===== src/rtl/timing_gen_pkg.sv =====
// Shared constants, FSM state type and width helper for the timing pattern generator.
package timing_gen_pkg;

  localparam int DEF_PERIOD_TICKS = 10;
  localparam int DEF_HALF_TICKS   = DEF_PERIOD_TICKS / 2;
  localparam int DEF_SETUP_TICKS  = 2;
  localparam int DEF_HOLD_TICKS   = 1;

  typedef enum logic [1:0] {
    IDLE   = 2'd0,
    ARM    = 2'd1,
    LAUNCH = 2'd2
  } state_e;

  // Width of a tick index within one period; never narrower than one bit.
  function automatic int ow_width(input int period);
    return (period > 1) ? $clog2(period) : 1;
  endfunction

endpackage


===== src/rtl/strobe_phase_cnt.sv =====
// Free-running tick counter with the registered sample strobe and a period-end flag.
module strobe_phase_cnt
  import timing_gen_pkg::*;
#(
  parameter int  PERIOD_TICKS = DEF_PERIOD_TICKS,
  parameter int  HALF_TICKS   = PERIOD_TICKS / 2,
  localparam int CW           = ow_width(PERIOD_TICKS)
) (
  input  logic          clk_i,
  input  logic          rst_i,
  output logic [CW-1:0] cnt_o,
  output logic          strobe_o,
  output logic          period_end_o
);

  logic [CW-1:0] cnt_q;
  logic [CW-1:0] cnt_d;
  logic          strobe_q;
  logic          strobe_d;

  assign period_end_o = (cnt_q == CW'(PERIOD_TICKS - 1));
  assign cnt_o        = cnt_q;
  assign strobe_o     = strobe_q;

  // Strobe is computed from the next count so it stays aligned with cnt every cycle.
  always_comb begin
    cnt_d = cnt_q;
    if (period_end_o) begin
      cnt_d = '0;
    end else begin
      cnt_d = cnt_q + CW'(1);
    end
    strobe_d = (32'(cnt_d) < 32'(HALF_TICKS));
  end

  // Reset parks the counter on the last tick so the first edge lands on tick 0.
  always_ff @(posedge clk_i or posedge rst_i) begin
    if (rst_i) begin
      cnt_q    <= CW'(PERIOD_TICKS - 1);
      strobe_q <= 1'b0;
    end else begin
      cnt_q    <= cnt_d;
      strobe_q <= strobe_d;
    end
  end

endmodule


===== src/rtl/timing_pattern_gen.sv =====
// Launches a captured data value at a chosen tick of a future strobe period and
// flags setup/hold violations of that launch against the strobe rise.
module timing_pattern_gen
  import timing_gen_pkg::*;
#(
  parameter int  PERIOD_TICKS = DEF_PERIOD_TICKS,
  parameter int  HALF_TICKS   = PERIOD_TICKS / 2,
  parameter int  SETUP_TICKS  = DEF_SETUP_TICKS,
  parameter int  HOLD_TICKS   = DEF_HOLD_TICKS,
  parameter int  DW           = 2,
  localparam int OW           = ow_width(PERIOD_TICKS)
) (
  input  logic          clk,
  input  logic          rst,
  input  logic          cfg_valid,
  output logic          cfg_ready,
  input  logic [DW-1:0] cfg_data,
  input  logic [OW-1:0] cfg_offset,
  output logic          strobe,
  output logic [DW-1:0] dout,
  output logic          done,
  output logic          viol_setup,
  output logic          viol_hold,
  output logic          cfg_err
);

  state_e        state_q, state_d;
  logic [DW-1:0] data_q, data_d;
  logic [OW-1:0] off_q, off_d;
  logic [DW-1:0] dout_q, dout_d;
  logic          done_q, done_d;
  logic          vs_q, vs_d;
  logic          vh_q, vh_d;
  logic          err_q, err_d;
  logic          ready_q, ready_d;

  logic [OW-1:0] cnt_s;
  logic          period_end_s;
  logic          hs_s;
  logic          bad_off_s;
  logic          load_s;
  logic          changed_s;
  logic          setup_short_s;
  logic          hold_short_s;

  strobe_phase_cnt #(
    .PERIOD_TICKS(PERIOD_TICKS),
    .HALF_TICKS  (HALF_TICKS)
  ) u_phase (
    .clk_i       (clk),
    .rst_i       (rst),
    .cnt_o       (cnt_s),
    .strobe_o    (strobe),
    .period_end_o(period_end_s)
  );

  assign hs_s          = cfg_valid && ready_q;
  assign bad_off_s     = (int'(cfg_offset) >= PERIOD_TICKS);
  assign changed_s     = (data_q != dout_q);
  assign setup_short_s = ((PERIOD_TICKS - int'(off_q)) < SETUP_TICKS);
  assign hold_short_s  = (int'(off_q) < HOLD_TICKS);

  // Next-state and output computation; a load is registered one cycle before it is visible.
  always_comb begin
    state_d = state_q;
    data_d  = data_q;
    off_d   = off_q;
    dout_d  = dout_q;
    done_d  = 1'b0;
    vs_d    = 1'b0;
    vh_d    = 1'b0;
    err_d   = 1'b0;
    load_s  = 1'b0;
    case (state_q)
      IDLE: begin
        if (hs_s) begin
          data_d = cfg_data;
          off_d  = cfg_offset;
          if (bad_off_s) begin
            err_d   = 1'b1;
            state_d = IDLE;
          end else begin
            state_d = ARM;
          end
        end else begin
          state_d = IDLE;
        end
      end
      // Any period end seen here is at least one cycle after the handshake,
      // so the following tick 0 is far enough out to be the launch period.
      ARM: begin
        if (period_end_s) begin
          if (off_q == OW'(0)) begin
            load_s = 1'b1;
          end else begin
            state_d = LAUNCH;
          end
        end else begin
          state_d = ARM;
        end
      end
      LAUNCH: begin
        if (cnt_s == (off_q - OW'(1))) begin
          load_s = 1'b1;
        end else begin
          state_d = LAUNCH;
        end
      end
      default: begin
        state_d = IDLE;
      end
    endcase
    if (load_s) begin
      dout_d  = data_q;
      done_d  = 1'b1;
      vs_d    = changed_s && setup_short_s;
      vh_d    = changed_s && hold_short_s;
      state_d = IDLE;
    end else begin
      dout_d  = dout_q;
    end
    ready_d = (state_d == IDLE);
  end

  // State and output registers; ready stays low while reset is held.
  always_ff @(posedge clk or posedge rst) begin
    if (rst) begin
      state_q <= IDLE;
      data_q  <= '0;
      off_q   <= '0;
      dout_q  <= '0;
      done_q  <= 1'b0;
      vs_q    <= 1'b0;
      vh_q    <= 1'b0;
      err_q   <= 1'b0;
      ready_q <= 1'b0;
    end else begin
      state_q <= state_d;
      data_q  <= data_d;
      off_q   <= off_d;
      dout_q  <= dout_d;
      done_q  <= done_d;
      vs_q    <= vs_d;
      vh_q    <= vh_d;
      err_q   <= err_d;
      ready_q <= ready_d;
    end
  end

  assign cfg_ready  = ready_q;
  assign dout       = dout_q;
  assign done       = done_q;
  assign viol_setup = vs_q;
  assign viol_hold  = vh_q;
  assign cfg_err    = err_q;

endmodule


===== config.mk =====
export PLATFORM = sky130hd
export DESIGN_NAME = timing_pattern_gen
export DESIGN_NICKNAME = d
export VERILOG_FILES = /design/src/rtl/timing_gen_pkg.sv /design/src/rtl/strobe_phase_cnt.sv /design/src/rtl/timing_pattern_gen.sv
export SDC_FILE = /design/constraint.sdc
export NUM_CORES = 1
export LEC_CHECK = 0
export BUFFER_PORTS_ARGS = -buffer_cell sky130_fd_sc_hd__buf_2
export CAP_MARGIN = 20
export CORE_MARGIN = 5
export CORE_UTILIZATION = 30
export DETAILED_ROUTE_END_ITERATION = 6
export REMOVE_ABC_BUFFERS = 1
export SYNTH_ARGS = -nofsm -noshare
export SYNTH_HDL_FRONTEND = slang
export SYNTH_SLANG_ARGS = --single-unit

===== constraint.sdc =====
create_clock -name clk -period 5.5 [get_ports clk]
set_input_delay 0.825 -clock clk [delete_from_list [all_inputs] [get_ports clk]]
set_output_delay 0.825 -clock clk [all_outputs]
set_load 0.005 [all_outputs]

==> results of run 1 <==
power by group through the flow:
| stage | Sequential, W | Combinational, W | Clock, W |
|---|---|---|---|
| 2_1_floorplan | 0.000229 | 0.000192 | 0 |
| 3_3_place_gp | 0.000237 | 0.000234 | 0 |
| 3_5_place_dp | 0.000240 | 0.000238 | 0 |
| 4_1_cts | 0.000237 | 0.000240 | 0.000147 |
| 5_1_grt | 0.000243 | 0.000265 | 0.000150 |
| 6_report | 0.000237 | 0.000234 | 0.000143 |
cells in the final DEF, fill, tap and decap left out, types with 3 or more instances in the layout:
master / instances
buf_2: 16
clkbuf_8: 3
dfrtp_1: 18
ha_1: 7
inv_1: 8
mux2_1: 4
mux2_2: 3
nand2_1: 6
nand4_1: 3
nor2_1: 5
nor2b_1: 3
o21ai_0: 3
xnor2_1: 3
xor2_1: 4
worst register-to-register path: cells and delay by family, from the launching register on:
kind / cells / cell delay, ns
AO/OA/AOI/OAI: 1 / 0.34
AND/OR/NAND/NOR: 1 / 0.19
flip-flops: 1 / 0.45
buffers and inverters: 1 / 0.09
multiplexers: 1 / 0.33
XOR/XNOR: 1 / 0.20
adder cells (fa/ha/maj): 1 / 0.34
flip-flops by register name, indices dropped and copies added, names as in the netlist:
name              flops
state_q               2
u_phase.cnt_o         4
done                  1
off_q                 4
dout                  2
viol_hold             1
data_q                2
cfg_ready             1
cfg_err               1
u_phase.strobe_o      1
viol_setup            1
cell families after synthesis:
kind of cell,Yosys count,synth area share
multiplexers,10,0.104
adder cells (fa/ha/maj),7,0.0766
XOR/XNOR,9,0.0821
buffers and inverters,12,0.0569
AND/OR/NAND/NOR,27,0.143
flip-flops,20,0.440
AO/OA/AOI/OAI,14,0.0974
worst max path at each step:
stage,startpoint,end,slack [ns],cells after the start
3_3_place_gp,off_q[0]$_DFFE_PP0P_,dout[1]$_DFFE_PP0P_,3.46,6
3_5_place_dp,off_q[0]$_DFFE_PP0P_,dout[0]$_DFFE_PP0P_,3.42,6
4_1_cts,off_q[0]$_DFFE_PP0P_,dout[0]$_DFFE_PP0P_,3.41,6
5_1_grt,off_q[0]$_DFFE_PP0P_,state_q[0]$_DFF_PP0_,3.28,6
6_report,off_q[0]$_DFFE_PP0P_,dout[0]$_DFFE_PP0P_,3.44,6
2_1_floorplan,off_q[0]$_DFFE_PP0P_,dout[0]$_DFFE_PP0P_,3.62,6
layer usage:
metal,vias up,part of all wire
met5,-,0
met2,14,0.49
met1,355,0.43
met4,0,0.018
met3,4,0.056
li1,374,-
stage by stage:
step	utilization	hold slack (ns)	power [W]	worst slack, ns
2_1_floorplan	-	0.463	0.000421	3.62
3_3_place_gp	0.339	0.477	0.000471	3.46
3_5_place_dp	0.339	0.480	0.000477	3.42
4_1_cts	0.358	0.497	0.000624	3.41
5_1_grt	0.358	0.515	0.000658	3.28
6_report	0.358	0.495	0.000614	3.44
cell type report:
cell class,count,area [µm²]
tap,48,60.1
sequential,20,503
inverter,8,30.0
multi-input combinational,67,576
clock buffer,3,41.3
timing repair buffer,16,80.1
clock inverter,1,30.0
fill,390,2370
==> impl_metrics.ini, run 1 <==
[run_status]
status = finished, final reports clean

[pwr]
internal_power_w = 0.000401
p_seq_frac = 0.386
power_density_mw_per_mm2 = 465
combPwrFrac = 0.381
p_sw_frac = 0.347
clkPwrFrac = 0.234
p_leak_nw = 0.646
peakVddDrop_uv = 236
p_switching_w = 0.000213

[clock_tree]
h-tree-depth = 1
clkSinkCount = 20
cts_hold_buf = 0
numCtsBuffers = 3
clock_latency_ns = 0.26
clk_pin_slew_ns = 0.07
cts_resized = 0
clockRootBuffer = clkbuf_8
clockBufferDepth = 2
cts_setup_buffers = 0
tritoncts = done

[global_routing]
grt_pass1_vias = 732
grt_pass1_wl_um = 3180
grtUsageMet1 = 0.0947
grt_max_degree = 21
use_met2 = 0.126
grt.busiest_layer = met2
grtUsageMet3 = 0.0337
antenna_found_initial = 0
gr-usage-all-layers = 0.0804
grt-ovfl-total = 0

[logic_synthesis]
async_flop_share = 1.00
synth_area_leader_cell = dfrtp_1
ys_ff_latch = 20
synth_seq_area_share = 0.440
synth_cell_types = 38
ys_warn_count = 0
yosys-top-cells-count = dfrtp_1 (18), inv_1 (8), ha_1 (7)
yosys.cell_count.top_type = dfrtp_1
synth-edff-count = 0
synth_top_area_frac = 0.394
syn_area_per_cell_um2 = 11.6
netlist_top_cells_area = dfrtp_1 (39%), ha_1 (7.7%), dfstp_2 (4.6%)
synthCells = 99
synthFlopType = dfrtp_1
syn-cell-area_mm2 = 0.00114

[timing]
rsz0062_at_grt = no
finalMaxSlewViolations = 0
slew_headroom = 0.522
worstMarginPinSlew_ns = 0.716
finClkSkew_ns = 0.00290
final_hold_viol_count = 0
finalCriticalPeriod_ns = 2.06
finalSetupViolations = 0
fin_setup_tns_ns = 0
min_period_over_period = 0.374
max_freq_mhz = 486

[worst_setup_path]
cp_top_family = flip-flops
crit_path_start_kind = flip-flop
cp.arrival_ns = 2.20
crit_path_max_fanout = 6
max_stage_delay_ns = 0.45
cpMaxStageDelayCell = dfrtp_1
endpoint_kind = flip-flop
path_cells = inv_1 -> ha_1 -> xor2_1 -> nand4_1 -> o31ai_4 -> mux2_4
reg2reg_from = off_q[0]$_DFFE_PP0P_
crit_required_ns = 5.65
worstSetupPathType = flip-flop to flip-flop
r2r_end = dout[0]$_DFFE_PP0P_
reg2reg_depth = 6
worst-path-buf-inv = 1
rrSetupSlack_ns = 3.44

[floorplan]
rows = 22
dieArea_mm2 = 0.00515
ios = 17
initial_core_util = 0.310
die_h_um = 71.7
die_x_um = 71.7
core_mm2 = 0.00369

[cells_and_area]
finalInstanceArea_mm2 = 0.00132
diodes = 0
drive_gt1_frac = 0.287
layout.cells.non_filler = 163
fin_nets = 132
syn2layout_area_growth_pct = 15.4

[routing]
detail-route-antenna-nets = 0
via_per_inst = 4.58
routed_wirelength_um = 1940
vias = 747
drc = 0
wl_per_cell_um = 11.9
drt-pass1-iter-count = 6
first_iter_violations = 18

[placed_design]
dpl.hpwl_um = 1550
numPortBuffers = 16
place_inst = 159
gp_congestion = 0.791
post_dp_cell_area_mm2 = 0.00125

[flow_run]
maxCapViolations = 0

[hold_path]
min_from = u_phase.cnt_o[0]$_DFF_PP1_
hp-class = flip-flop to flip-flop
min_to = u_phase.cnt_o[0]$_DFF_PP1_
hold_depth = 1
(Power assumes the default switching activity.)
==> run 2, diff against run 1 <==
==> constraint.sdc (replaced) <==
create_clock -name clk -period 2.05 [get_ports clk]
set_input_delay 0.3075 -clock clk [delete_from_list [all_inputs] [get_ports clk]]
set_output_delay 0.3075 -clock clk [all_outputs]
set_load 0.005 [all_outputs]
==> run 2 against run 1 <==
  * Clock skew fell by 0.0022 ns
  * Power grew to 2.7 times the previous value
  * Fmax is 3.4% higher
  * Combinational power grew to 3.4 times the previous value
  * Die area unchanged
  * Register-to-register slack lost 3.4 ns
  * Largest power group is now combinational cells
  * Non-clock buffer count rose by 4
  * Critical path depth stayed put
  * Worst hold slack got worse by 0.32 ns
==> impl_metrics.ini, run 2 (synthesis results as in run 1) <==
[timing]
finalSetupViolations = 0
fin_hold_ws_ns = 0.176
finalMaxSlewViolations = 0
finalCriticalPeriod_ns = 1.99
final_hold_viol_count = 0
slew_headroom = 0.483
worstMarginPinSlew_ns = 0.775
finClkSkew_ns = 0.000702
rsz0062_at_grt = yes
min_period_over_period = 0.970
max_freq_mhz = 503
fin_setup_tns_ns = 0
setup_ws_ns = 0.0612

[worst_setup_path]
critPathLaunch = off_q[1]$_DFFE_PP0P_
cpMaxStageDelayCell = dfrtp_1
path_cells = inv_2 -> ha_4 -> xor2_2 -> nand4_1 -> o31ai_4 -> mux2_4
worstSetupPathType = flip-flop to flip-flop
max_stage_delay_ns = 0.42
endpoint_kind = flip-flop
worst-path-buf-inv = 1
reg2reg_from = off_q[1]$_DFFE_PP0P_
cp.arrival_ns = 2.14
crit_required_ns = 2.20
crit_path_start_kind = flip-flop
r2r_end = dout[0]$_DFFE_PP0P_
rrSetupSlack_ns = 0.06
cp_top_family = flip-flops
crit_path_max_fanout = 5
reg2reg_depth = 6
worstSetupEndpoint = dout[0]$_DFFE_PP0P_
crit_cells = 6

[floorplan]
initial_core_util = 0.310
rows = 22
die_x_um = 71.7
core_mm2 = 0.00369
dieArea_mm2 = 0.00515
die_h_um = 71.7
ios = 17

[clock_tree]
h-tree-depth = 1
clockBufferDepth = 2
clk_pin_slew_ns = 0.07
clock_latency_ns = 0.26
clkSinkCount = 20
numCtsBuffers = 3
clockRootBuffer = clkbuf_8
tritoncts = done
cts_hold_buf = 0

[routing]
drc = 0
via_per_inst = 4.63
detail-route-antenna-nets = 0
first_iter_violations = 19
wl_per_cell_um = 13.1
routed_wirelength_um = 2180
vias = 774
drt-pass1-iter-count = 4

[pwr]
internal_power_w = 0.00104
combPwrFrac = 0.471
p_switching_w = 0.000644
p_sw_frac = 0.382
clkPwrFrac = 0.160
p_seq_frac = 0.370
p_leak_nw = 0.653
power_density_mw_per_mm2 = 1250
peakVddDrop_uv = 361

[placed_design]
gp_congestion = 0.785
post_dp_cell_area_mm2 = 0.00126
numPortBuffers = 16
place_ws_ns = 0.0654
dpl.hpwl_um = 1590

[global_routing]
grt_pass1_wl_um = 3550
grt_max_degree = 21
grt-ovfl-total = 0
antenna_found_initial = 0
grt_pass1_vias = 773
gr-usage-all-layers = 0.0877

[cells_and_area]
syn2layout_area_growth_pct = 18.2
mostFrequentLayoutCells = dfrtp_1 (18), buf_2 (16), inv_1 (7), nand2_1 (6), ha_1 (6)
drive_gt1_frac = 0.336
finalInstanceArea_mm2 = 0.00135
fin_nets = 136
utilization = 0.366
diodes = 0
mostFrequentLayoutCell = dfrtp_1

[hold_path]
hp-class = primary input to async pin

[run_status]
status = finished, final reports clean

[flow_run]
maxCapViolations = 0
-- run 2: what timing repair did --
action	in CTS	in global routing
setup buffers	0	2
endpoints found under the setup margin	0	5
resized for setup	0	4
-- run 2: final cells by class --
| cell class | instances | area, µm² |
|---|---|---|
| clock buffer | 4 | 45.0 |
| inverter | 8 | 30.0 |
| tap | 48 | 60.1 |
| multi-input combinational | 67 | 603 |
| timing repair buffer | 20 | 110 |
| fill | 378 | 2340 |
| sequential | 20 | 503 |
-- run 2: how the worst min path moves through the flow --
stage | startpoint | endpoint
final | rst | state_q[0]$_DFF_PP0_
after global routing | rst | state_q[1]$_DFF_PP0_
after CTS | rst | off_q[2]$_DFFE_PP0P_
after detailed placement | u_phase.cnt_o[0]$_DFF_PP1_ | u_phase.cnt_o[0]$_DFF_PP1_
after global placement | rst | state_q[0]$_DFF_PP0_
after floorplan | rst | cfg_err$_DFF_PP0_
-- run 2: layer usage --
| metal | global-route usage | vias up | wire length, µm |
|---|---|---|---|
| met5 | 0 | - | 0 |
| met4 | 0.0188 | 0 | 13 |
| met3 | 0.0379 | 2 | 133 |
| met2 | 0.126 | 16 | 1040 |
| met1 | 0.122 | 381 | 992 |
| li1 | - | 375 | - |
-- run 2: metrics by stage --
stage          instances  power, W
2_1_floorplan         95   0.00113
3_3_place_gp         161   0.00128
3_5_place_dp         161   0.00130
4_1_cts              165   0.00158
5_1_grt              167   0.00182
6_report             167   0.00169
-- run 2: power by group through the flow --
stage / registers [W] / clock network (W) / logic [W]
finish: 0.000624 / 0.000269 / 0.000794
global route: 0.000640 / 0.000290 / 0.000886
CTS: 0.000621 / 0.000277 / 0.000677
detailed placement: 0.000628 / 0 / 0.000675
global placement: 0.000624 / 0 / 0.000659
floorplan: 0.000614 / 0 / 0.000516
==> run 3, diff against run 2 <==
--- a/config.mk
+++ b/config.mk
@@ -13,4 +13,5 @@
 export REMOVE_ABC_BUFFERS = 1
 export SYNTH_ARGS = -nofsm -noshare
 export SYNTH_HDL_FRONTEND = slang
+export SYNTH_HIERARCHICAL = 1
 export SYNTH_SLANG_ARGS = --single-unit
==> run 3 against run 2 <==
  * Clock power grew 19%
  * Flip-flop and latch count is the same
  * Core utilization grew 1.9 points
  * Worst setup slack gained 0.037 ns
  * First-iteration DRC count grew to 2.7 times the previous value
  * Sequential power shrank 0.8%
  * Final area shrank 2.6%
  * Critical path type unchanged
  * Largest cell class unchanged
==> impl_metrics.ini, run 3 <==
[routing]
via_per_inst = 4.71
drc = 0
drt-pass1-iter-count = 4
routed_wirelength_um = 2070
detail-route-antenna-nets = 0
first_iter_violations = 51
vias = 763
wl_per_cell_um = 12.8

[global_routing]
grt.busiest_layer = met2
use_met2 = 0.175
antenna_found_initial = 0
grt_pass1_wl_um = 3680
grtUsageMet3 = 0.0316
grt_pass1_vias = 806
grt-ovfl-total = 0
grt_max_degree = 16
gr-usage-all-layers = 0.0959
grtUsageMet1 = 0.100

[floorplan]
ios = 17
initial_core_util = 0.319
die_h_um = 70.2
rows = 21
die_x_um = 70.2
dieArea_mm2 = 0.00493
core_mm2 = 0.00342

[timing]
finalCriticalPeriod_ns = 1.95
finalMaxSlewViolations = 0
max_freq_mhz = 512
rsz0062_at_grt = no
finClkSkew_ns = 0.00123
min_period_over_period = 0.952
fin_setup_tns_ns = 0
fin_hold_ws_ns = 0.227
finalSetupViolations = 0
final_hold_viol_count = 0
worstMarginPinSlew_ns = 0.605
slew_headroom = 0.596

[cells_and_area]
fin_nets = 133
multiInputGateArea_um2 = 538
n_fill_cell = 346
layout.cells.non_filler = 162
mostFrequentLayoutCell = dfrtp_1
regArea_um2 = 503
syn2layout_area_growth_pct = 20.9
diodes = 0
drive_gt1_frac = 0.405
mostFrequentLayoutCells = dfrtp_1 (18), buf_2 (16), inv_1 (8), ha_1 (7)

[logic_synthesis]
synth_seq_area_share = 0.462
syn-cell-area_mm2 = 0.00109
async_flop_share = 1.00
syn_area_per_cell_um2 = 11.8
ys_warn_count = 6
synthCells = 92
synthFlopType = dfrtp_1
yosys.cell_count.top_type = dfrtp_1
yosys-top-cells-count = dfrtp_1 (18), inv_1 (8), ha_1 (7)
synth_cell_types = 35
ys_ff_latch = 20
netlist_top_cells_area = dfrtp_1 (41%), ha_1 (8.0%), mux2_2 (6.2%)
synth_area_leader_cell = dfrtp_1
synth_top_area_frac = 0.414
synth-edff-count = 0

[placed_design]
numPortBuffers = 16
gp_congestion = 0.859
dpl.hpwl_um = 1520
place_inst = 155

[worst_setup_path]
cp.arrival_ns = 2.15
worstSetupPathType = flip-flop to flip-flop
crit_path_start_kind = flip-flop
crit_path_max_fanout = 6
crit_required_ns = 2.25
max_stage_delay_ns = 0.44
cp_top_family = flip-flops
reg2reg_depth = 6
endpoint_kind = flip-flop
path_cells = inv_1 -> ha_1 -> xnor3_1 -> and4_4 -> a31o_2 -> mux2_4
crit_cells = 6
worst-path-buf-inv = 1
cpMaxStageDelayCell = dfrtp_1

[clock_tree]
clockBufferDepth = 2
tritoncts = done
clock_latency_ns = 0.30
clk_pin_slew_ns = 0.11
numCtsBuffers = 3
clkSinkCount = 20
h-tree-depth = 1
clockRootBuffer = clkbuf_4

[pwr]
power_density_mw_per_mm2 = 1240
clkPwrFrac = 0.197
p_sw_frac = 0.326
p_switching_w = 0.000531
combPwrFrac = 0.422
p_leak_nw = 0.661
internal_power_w = 0.00110
peakVddDrop_uv = 246
p_seq_frac = 0.381

[hold_path]
hold_depth = 2
hp-class = primary input to flip-flop

[flow_run]
maxCapViolations = 0

[run_status]
status = finished, final reports clean
run 3: changes by cell type in the layout (fill, tap and decap cells not counted), moves of 3 or more:
cell	change
mux2_1	-4
clkbuf_4	+3
clkbuf_8	-3
mux2_2	+3
nand4_1	-3
run 3: final cells by class:
| cell class | instances | share of cell area |
|---|---|---|
| inverters | 8 | 0.0228 |
| repair buffers | 23 | 0.103 |
| well taps | 46 | 0.0437 |
| clock inverters | 1 | 0.0228 |
| multi-input cells | 61 | 0.409 |
| clock buffers | 3 | 0.0171 |
| flip-flops and latches | 20 | 0.382 |
run 3: final timing paths:
kind	startpoint	endpoint	slack, ns
setup / recovery	off_q[1]$_DFFE_PP0P_	dout[1]$_DFFE_PP0P_	0.1
hold / removal	cfg_data[1]	data_q[1]$_DFFE_PP0P_	0.23
setup reg to reg	off_q[1]$_DFFE_PP0P_	dout[1]$_DFFE_PP0P_	0.1
hold reg to reg	u_phase/cnt_o[0]$_DFF_PP1_	u_phase/cnt_o[0]$_DFF_PP1_	0.54
max in group asynchronous	rst	data_q[0]$_DFFE_PP0P_	1.05
min in group asynchronous	rst	u_phase/strobe_o$_DFF_PP0_	0.43
run 3: through the flow:
| step | power, W | utilization | setup WS [ns] | instance area [µm²] |
|---|---|---|---|---|
| floorplan | 0.00109 | - | 0.116 | 1060 |
| global placement | 0.00126 | 0.360 | 0.0597 | 1230 |
| detailed placement | 0.00128 | 0.360 | 0.0534 | 1230 |
| CTS | 0.00162 | 0.378 | 0.000574 | 1290 |
| global route | 0.00175 | 0.385 | 0.00361 | 1320 |
| finish | 0.00163 | 0.385 | 0.0978 | 1320 |
run 3: worst register-to-register path: stages, from the launching register on:
cell and delay (ns):
dfrtp_1 0.44, inv_1 0.09, ha_1 0.16, xnor3_1 0.38, and4_4 0.18, a31o_2 0.29, mux2_4 0.31
run 3: metal layers:
metal	wire length (µm)	vias to the layer above
met3	104	2
met4	17	0
met2	1070	15
li1	-	373
met5	0	-
met1	873	373
run 3: logic make-up after synthesis:
kind of cell	Yosys count	share of synthesized area
AND/OR/NAND/NOR	23	0.125
AO/OA/AOI/OAI	14	0.0988
adder cells (fa/ha/maj)	7	0.0805
flip-flops	20	0.462
XOR/XNOR	8	0.0770
multiplexers	9	0.103
buffers and inverters	11	0.0529
run 3: repair_timing:
action                                  4_1_cts  5_1_grt
endpoints found under the setup margin        0        6
hold buffers                                  1        0
resized for setup                             0        3
endpoints found under the hold margin         3        0
setup buffers                                 0        2
run 3: power by group through the flow:
stage          Clock [W]  Sequential, W  Combinational, W
6_report        0.000320       0.000619          0.000687
2_1_floorplan          0       0.000610          0.000483
3_3_place_gp           0       0.000619          0.000636
5_1_grt         0.000350       0.000640          0.000765
3_5_place_dp           0       0.000627          0.000650
4_1_cts         0.000332       0.000621          0.000663
